[src/rtl/tx_ordering_scheduler_if.sv]
// Handshake bundle between request sources, the ordering scheduler
// and the TX arbiter.
interface tx_ordering_scheduler_if #(
    parameter int DEPTH = 8,
    parameter int ID_W  = 16,
    parameter int TAG_W = 8
);
    localparam int OW = $clog2(DEPTH + 1);

    logic             in_valid;
    logic             in_ready;
    logic [1:0]       in_class;
    logic             in_ro;
    logic             in_ido;
    logic [ID_W-1:0]  in_id;
    logic             in_comp_typ;
    logic [TAG_W-1:0] in_tag;
    logic [2:0]       credit_ok;
    logic             out_valid;
    logic             out_ready;
    logic [1:0]       out_class;
    logic [TAG_W-1:0] out_tag;
    logic             out_bypass;
    logic [OW-1:0]    occupancy;

    modport master (
        output in_valid, in_class, in_ro, in_ido, in_id,
        output in_comp_typ, in_tag, credit_ok, out_ready,
        input  in_ready, out_valid, out_class, out_tag,
        input  out_bypass, occupancy
    );

    modport slave (
        input  in_valid, in_class, in_ro, in_ido, in_id,
        input  in_comp_typ, in_tag, credit_ok, out_ready,
        output in_ready, out_valid, out_class, out_tag,
        output out_bypass, occupancy
    );
endinterface

[src/rtl/tx_ordering_scheduler.sv]
// Age-ordered, credit-aware TLP scheduler applying PCIe pass rules
// with a bounded bypass count protecting the head entry.
module tx_ordering_scheduler #(
    parameter int DEPTH      = 8,
    parameter int ID_W       = 16,
    parameter int TAG_W      = 8,
    parameter int MAX_BYPASS = 4
) (
    input logic                    clk,
    input logic                    arst,
    tx_ordering_scheduler_if.slave bus
);
    localparam int IW = $clog2(DEPTH);
    localparam int OW = $clog2(DEPTH + 1);
    localparam int BW = (MAX_BYPASS > 0) ? $clog2(MAX_BYPASS + 1) : 1;

    localparam logic [1:0] C_P   = 2'b01;
    localparam logic [1:0] C_NP  = 2'b10;
    localparam logic [1:0] C_CPL = 2'b11;

    typedef struct packed {
        logic [1:0]       cls;
        logic             ro;
        logic             ido;
        logic [ID_W-1:0]  id;
        logic             comp_typ;
        logic [TAG_W-1:0] tag;
    } ent_t;

    ent_t             ent_q [DEPTH];
    ent_t             ent_d [DEPTH];
    logic [DEPTH-1:0] val_q, val_d;
    logic [OW-1:0]    occ_q, occ_d;
    logic [BW-1:0]    byp_q, byp_d;

    logic [DEPTH-1:0] elig;
    logic             gnt;
    logic [IW-1:0]    gnt_idx;
    logic             push, pop;
    logic [IW-1:0]    wr_idx;
    ent_t             new_e;

    function automatic logic has_credit(logic [1:0] c, logic [2:0] cr);
        case (c)
            C_P:     return cr[0];
            C_NP:    return cr[1];
            C_CPL:   return cr[2];
            default: return 1'b0;
        endcase
    endfunction

    // May younger y overtake older o?
    function automatic logic pass_f(ent_t o, ent_t y);
        logic rop, idp;
        rop = o.ro && y.ro;
        idp = o.ido && y.ido && (o.id != y.id);
        if (y.cls == C_CPL) begin
            case (o.cls)
                C_P:     return rop || y.comp_typ || idp;
                C_CPL:   return o.id != y.id;
                default: return 1'b1;
            endcase
        end
        return (o.cls == C_P) ? (rop || idp) : 1'b1;
    endfunction

    always_comb begin
        for (int i = 0; i < DEPTH; i++) begin
            elig[i] = val_q[i] && has_credit(ent_q[i].cls, bus.credit_ok);
            for (int j = 0; j < i; j++) begin
                if (val_q[j] && !pass_f(ent_q[j], ent_q[i])) elig[i] = 1'b0;
            end
        end
    end

    always_comb begin
        gnt     = 1'b0;
        gnt_idx = '0;
        if (byp_q == BW'(MAX_BYPASS)) begin
            gnt = elig[0];
        end else begin
            for (int i = DEPTH - 1; i >= 0; i--) begin
                if (elig[i]) begin
                    gnt     = 1'b1;
                    gnt_idx = IW'(i);
                end
            end
        end
    end

    assign bus.in_ready   = (occ_q != OW'(DEPTH));
    assign bus.out_valid  = gnt;
    assign bus.out_class  = gnt ? ent_q[gnt_idx].cls : 2'b00;
    assign bus.out_tag    = gnt ? ent_q[gnt_idx].tag : '0;
    assign bus.out_bypass = gnt && (gnt_idx != '0);
    assign bus.occupancy  = occ_q;

    assign push   = bus.in_valid && bus.in_ready;
    assign pop    = gnt && bus.out_ready;
    assign wr_idx = IW'(occ_q) - IW'(pop);
    assign new_e  = {bus.in_class, bus.in_ro, bus.in_ido, bus.in_id,
                     bus.in_comp_typ, bus.in_tag};

    always_comb begin
        ent_d = ent_q;
        val_d = val_q;
        occ_d = occ_q + OW'(push) - OW'(pop);
        byp_d = byp_q;
        if (pop) begin
            for (int i = 0; i < DEPTH - 1; i++) begin
                if (i >= int'(gnt_idx)) begin
                    ent_d[i] = ent_q[i+1];
                    val_d[i] = val_q[i+1];
                end
            end
            val_d[DEPTH-1] = 1'b0;
            if (gnt_idx == '0)
                byp_d = '0;
            else if (byp_q != BW'(MAX_BYPASS))
                byp_d = byp_q + BW'(1);
        end
        // Tail write lands after the shift so age order holds
        if (push) begin
            ent_d[wr_idx] = new_e;
            val_d[wr_idx] = 1'b1;
        end
    end

    always_ff @(posedge clk or posedge arst) begin
        if (arst) begin
            val_q <= '0;
            occ_q <= '0;
            byp_q <= '0;
            for (int i = 0; i < DEPTH; i++) ent_q[i] <= '0;
        end else begin
            val_q <= val_d;
            occ_q <= occ_d;
            byp_q <= byp_d;
            ent_q <= ent_d;
        end
    end
endmodule

[src/flat_wrapper.sv]
// flat-port wrapper written by rule: the top's interface ports become plain ports
module tx_ordering_scheduler_flat 
#(
    parameter int DEPTH      = 8,
    parameter int ID_W       = 16,
    parameter int TAG_W      = 8,
    parameter int MAX_BYPASS = 4
)
  (clk, arst, bus_in_valid, bus_in_class, bus_in_ro, bus_in_ido, bus_in_id, bus_in_comp_typ, bus_in_tag, bus_credit_ok, bus_out_ready, bus_in_ready, bus_out_valid, bus_out_class, bus_out_tag, bus_out_bypass, bus_occupancy);
  tx_ordering_scheduler_if #(.DEPTH(DEPTH), .ID_W(ID_W), .TAG_W(TAG_W)) bus_i ();
  input logic clk;
  input logic arst;
  input wire logic [$bits(bus_i.in_valid)-1:0] bus_in_valid;
  input wire logic [$bits(bus_i.in_class)-1:0] bus_in_class;
  input wire logic [$bits(bus_i.in_ro)-1:0] bus_in_ro;
  input wire logic [$bits(bus_i.in_ido)-1:0] bus_in_ido;
  input wire logic [$bits(bus_i.in_id)-1:0] bus_in_id;
  input wire logic [$bits(bus_i.in_comp_typ)-1:0] bus_in_comp_typ;
  input wire logic [$bits(bus_i.in_tag)-1:0] bus_in_tag;
  input wire logic [$bits(bus_i.credit_ok)-1:0] bus_credit_ok;
  input wire logic [$bits(bus_i.out_ready)-1:0] bus_out_ready;
  output wire logic [$bits(bus_i.in_ready)-1:0] bus_in_ready;
  output wire logic [$bits(bus_i.out_valid)-1:0] bus_out_valid;
  output wire logic [$bits(bus_i.out_class)-1:0] bus_out_class;
  output wire logic [$bits(bus_i.out_tag)-1:0] bus_out_tag;
  output wire logic [$bits(bus_i.out_bypass)-1:0] bus_out_bypass;
  output wire logic [$bits(bus_i.occupancy)-1:0] bus_occupancy;
  assign bus_i.in_valid = bus_in_valid;
  assign bus_i.in_class = bus_in_class;
  assign bus_i.in_ro = bus_in_ro;
  assign bus_i.in_ido = bus_in_ido;
  assign bus_i.in_id = bus_in_id;
  assign bus_i.in_comp_typ = bus_in_comp_typ;
  assign bus_i.in_tag = bus_in_tag;
  assign bus_i.credit_ok = bus_credit_ok;
  assign bus_i.out_ready = bus_out_ready;
  assign bus_in_ready = bus_i.in_ready;
  assign bus_out_valid = bus_i.out_valid;
  assign bus_out_class = bus_i.out_class;
  assign bus_out_tag = bus_i.out_tag;
  assign bus_out_bypass = bus_i.out_bypass;
  assign bus_occupancy = bus_i.occupancy;
  tx_ordering_scheduler #(.DEPTH(DEPTH), .ID_W(ID_W), .TAG_W(TAG_W), .MAX_BYPASS(MAX_BYPASS)) u_core (.clk(clk), .arst(arst), .bus(bus_i));
endmodule
[config.mk]
export PLATFORM = sky130hd
export DESIGN_NAME = tx_ordering_scheduler_flat
export DESIGN_NICKNAME = d
export VERILOG_FILES = /design/src/rtl/tx_ordering_scheduler_if.sv /design/src/rtl/tx_ordering_scheduler.sv /design/src/flat_wrapper.sv
export SDC_FILE = /design/constraint.sdc
export NUM_CORES = 1
export LEC_CHECK = 0
export BUFFER_PORTS_ARGS = -buffer_cell sky130_fd_sc_hd__buf_2
export CAP_MARGIN = 0
export CORE_MARGIN = 4
export CORE_UTILIZATION = 29
export DETAILED_ROUTE_END_ITERATION = 10
export GPL_ROUTABILITY_DRIVEN = 0
export GPL_TIMING_DRIVEN = 0
export PLACE_DENSITY = 0.44
export SYNTH_ARGS = -nofsm -noshare
export SYNTH_HDL_FRONTEND = slang
export SYNTH_SLANG_ARGS = --single-unit
export TNS_END_PERCENT = 50
[constraint.sdc]
create_clock -name clk -period 11.3 [get_ports clk]
set_input_delay 1.695 -clock clk [delete_from_list [all_inputs] [get_ports clk]]
set_output_delay 1.695 -clock clk [all_outputs]
set_load 0.01 [all_outputs]
==> metrics.yaml <==
global_route:
  grt_overflow: 0
  grt_pass1_vias: 18500
  grt_max_degree: 117
  grt_usage: 0.255
  antenna_found_initial: 1
  grt_pass1_wl_um: 134000
detailed_routing:
  first_iter_violations: 1831
  num_vias: 18800
  wl_per_cell_um: 28.9
  vias_per_cell: 5.83
  wl_um: 93200
  firstDrtPassIters: 7
  ant_nets: 0
  drc: 0
synthesis:
  syn_nets: 2318
  synth_area_leaders: "dfrtp_1 (32%), xnor2_1 (11%), xor2_1 (9.5%)"
  avgSynthCellArea_um2: 8.60
  synthCells: 2273
  yosys.area.top_type: "dfrtp_1"
  synth_cell_types: 78
  synth_flop_cell: "dfrtp_1"
  synth-edff-count: 0
  async_reset_ff_frac: 1.00
  ys_ff_latch: 246
  yosys_warnings: 0
  syn-cell-area_mm2: 0.0195
  synth_top_cell_area_share: 0.315
  seq_area_frac_synth: 0.315
timing:
  min_period_ns: 7.59
  finClkSkew_ns: 0.0407
  finalHoldViolCount: 0
  slew_headroom: 0.0851
  rsz0062_at_grt: "false"
  drv_slew: 0
  worstMarginPinSlew_ns: 1.36
  tns_ns: 0
  fin_crit_sh: 0.672
  setup_viol: 0
  max_clock_freq_ghz: 0.132
cts:
  cts_max_path_buffers: 3
  root_buffer: "clkbuf_16"
  insertion_delay_ns: 0.60
  clock_sinks: 246
  clk_pin_slew_ns: 0.06
  tritoncts: "yes"
  cts_max_level: 2
  postCtsSetupBuffers: 0
  cts_buffers: 34
  ctsResizeCount: 0
  postCtsHoldBufs: 0
setup_path:
  crit_arrival_ns: 8.08
  critPathRequiredTime_ns: 11.79
  cp-start-kind: "input pin"
  path_max_fanout: 10
  critPathCaptureType: "register"
  path_class: "in2reg"
  ff2ff_path_depth: 22
placed_design:
  dp_hpwl_um: 65000
  port_buffers: 22
  placedCellCount: 3161
worst_hold_path:
  holdPathStages: 1
  worstHoldPathType: "reg2reg"
floorplan:
  initial_core_util: 0.295
  ios: 53
  fp.dieH_um: 268
  coreArea_mm2: 0.0662
  dieArea_mm2: 0.0716
  fp-row-count: 94
  die_x_um: 268
finish:
  drive_gt1_frac: 0.139
  layout.nets: 2378
  regArea_mm2: 0.00616
  multiInputGateArea_mm2: 0.0119
  final_cell_mix: "dfrtp_1 (246), xnor2_1 (240), nor2_1 (219)"
  syn_to_final_growth_pct: 12.4
  antennaDiodeCount: 0
  final_common_cell: "dfrtp_1"
  final_cells: 3220
  fillCellCount: 6831
outcome:
  status: "completed"
job:
  drv_cap: 0
stage by stage:
| stage | worst slack (ns) | utilization | instance area (um^2) | hold WS (ns) |
|---|---|---|---|---|
| finish | 3.71 | 0.332 | 22000 | 0.563 |
| floorplan | 2.85 | - | 19500 | 0.458 |
| CTS | 3.86 | 0.332 | 22000 | 0.568 |
| global route | 3.37 | 0.332 | 22000 | 0.590 |
| detailed placement | 3.28 | 0.314 | 20800 | 0.554 |
| global placement | -0.875 | 0.313 | 20700 | 0.549 |
cell usage after synthesis (all sizes together) (62+ instances only):
cell and n:
buf 201, nand2 94, xnor2 240, dfrtp 246, nand4 74, clkbuf 101
a21oi 182, nand3 62, xor2 212, o21ai 111, mux2i 140, nor2 220
nor4 68
metal layers:
layer | routed length (um) | global-route usage | vias up
met1 | 39300 | 0.340 | 9434
met3 | 7000 | 0.0436 | 266
met4 | 5190 | 0.122 | 0
met5 | 0 | 0 | -
li1 | - | - | 8106
met2 | 41700 | 0.402 | 964
cell type report:
| type | instances | area share |
|---|---|---|
| Tap cell | 864 | 0.0492 |
| Clock inverter | 12 | 0.00872 |
| Sequential cell | 246 | 0.280 |
| Inverter | 17 | 0.00325 |
| Buffer | 302 | 0.0641 |
| Clock buffer | 47 | 0.0446 |
| Timing Repair Buffer | 24 | 0.00752 |
| Multi-Input combinational cell | 1708 | 0.542 |
worst max-delay path, stage by stage:
cell and delay, ns:
clkbuf_1 0.32, mux2_2 0.23, nand2_1 0.05, o21ai_0 0.10, nand3_1 0.10, nor3_1 1.06
nor2_2 0.15, nand4_1 0.22, o211ai_2 0.15, buf_4 0.23, inv_2 0.09, buf_2 0.28
buf_2 0.35, ha_1 0.27, ha_1 0.21, xor2_1 0.25, nor2_1 0.08, nand2_1 0.34
clkbuf_1 0.96, clkbuf_1 0.67, nor2_1 0.09, a21oi_1 0.15
path summary, 6_finish.rpt:
check	from	endpoint	slack (ns)
worst max register to register	u_core.ent_q[96]$_DFF_PP0_	u_core.ent_q[230]$_DFF_PP0_	3.88
worst max-delay path	bus_credit_ok[0]	u_core.ent_q[230]$_DFF_PP0_	3.71
worst min register to register	register	register	0.56
min in group asynchronous	arst	async pin	1.13
max in group asynchronous	arst	u_core.ent_q[182]$_DFF_PP0_	8.80
worst min-delay path	register	register	0.56
cells by family after synthesis:
kind of cell             Yosys count  share of synthesized area
XOR/XNOR                         452                      0.203
multiplexers                     172                     0.0902
buffers and inverters            319                     0.0753
AND/OR/NAND/NOR                  578                      0.145
adder cells (fa/ha/maj)            9                    0.00615
AO/OA/AOI/OAI                    497                      0.166
flip-flops                       246                      0.315
Power is not shown: default switching activity piles up to over one toggle a cycle in this logic, so the estimate is an artifact.
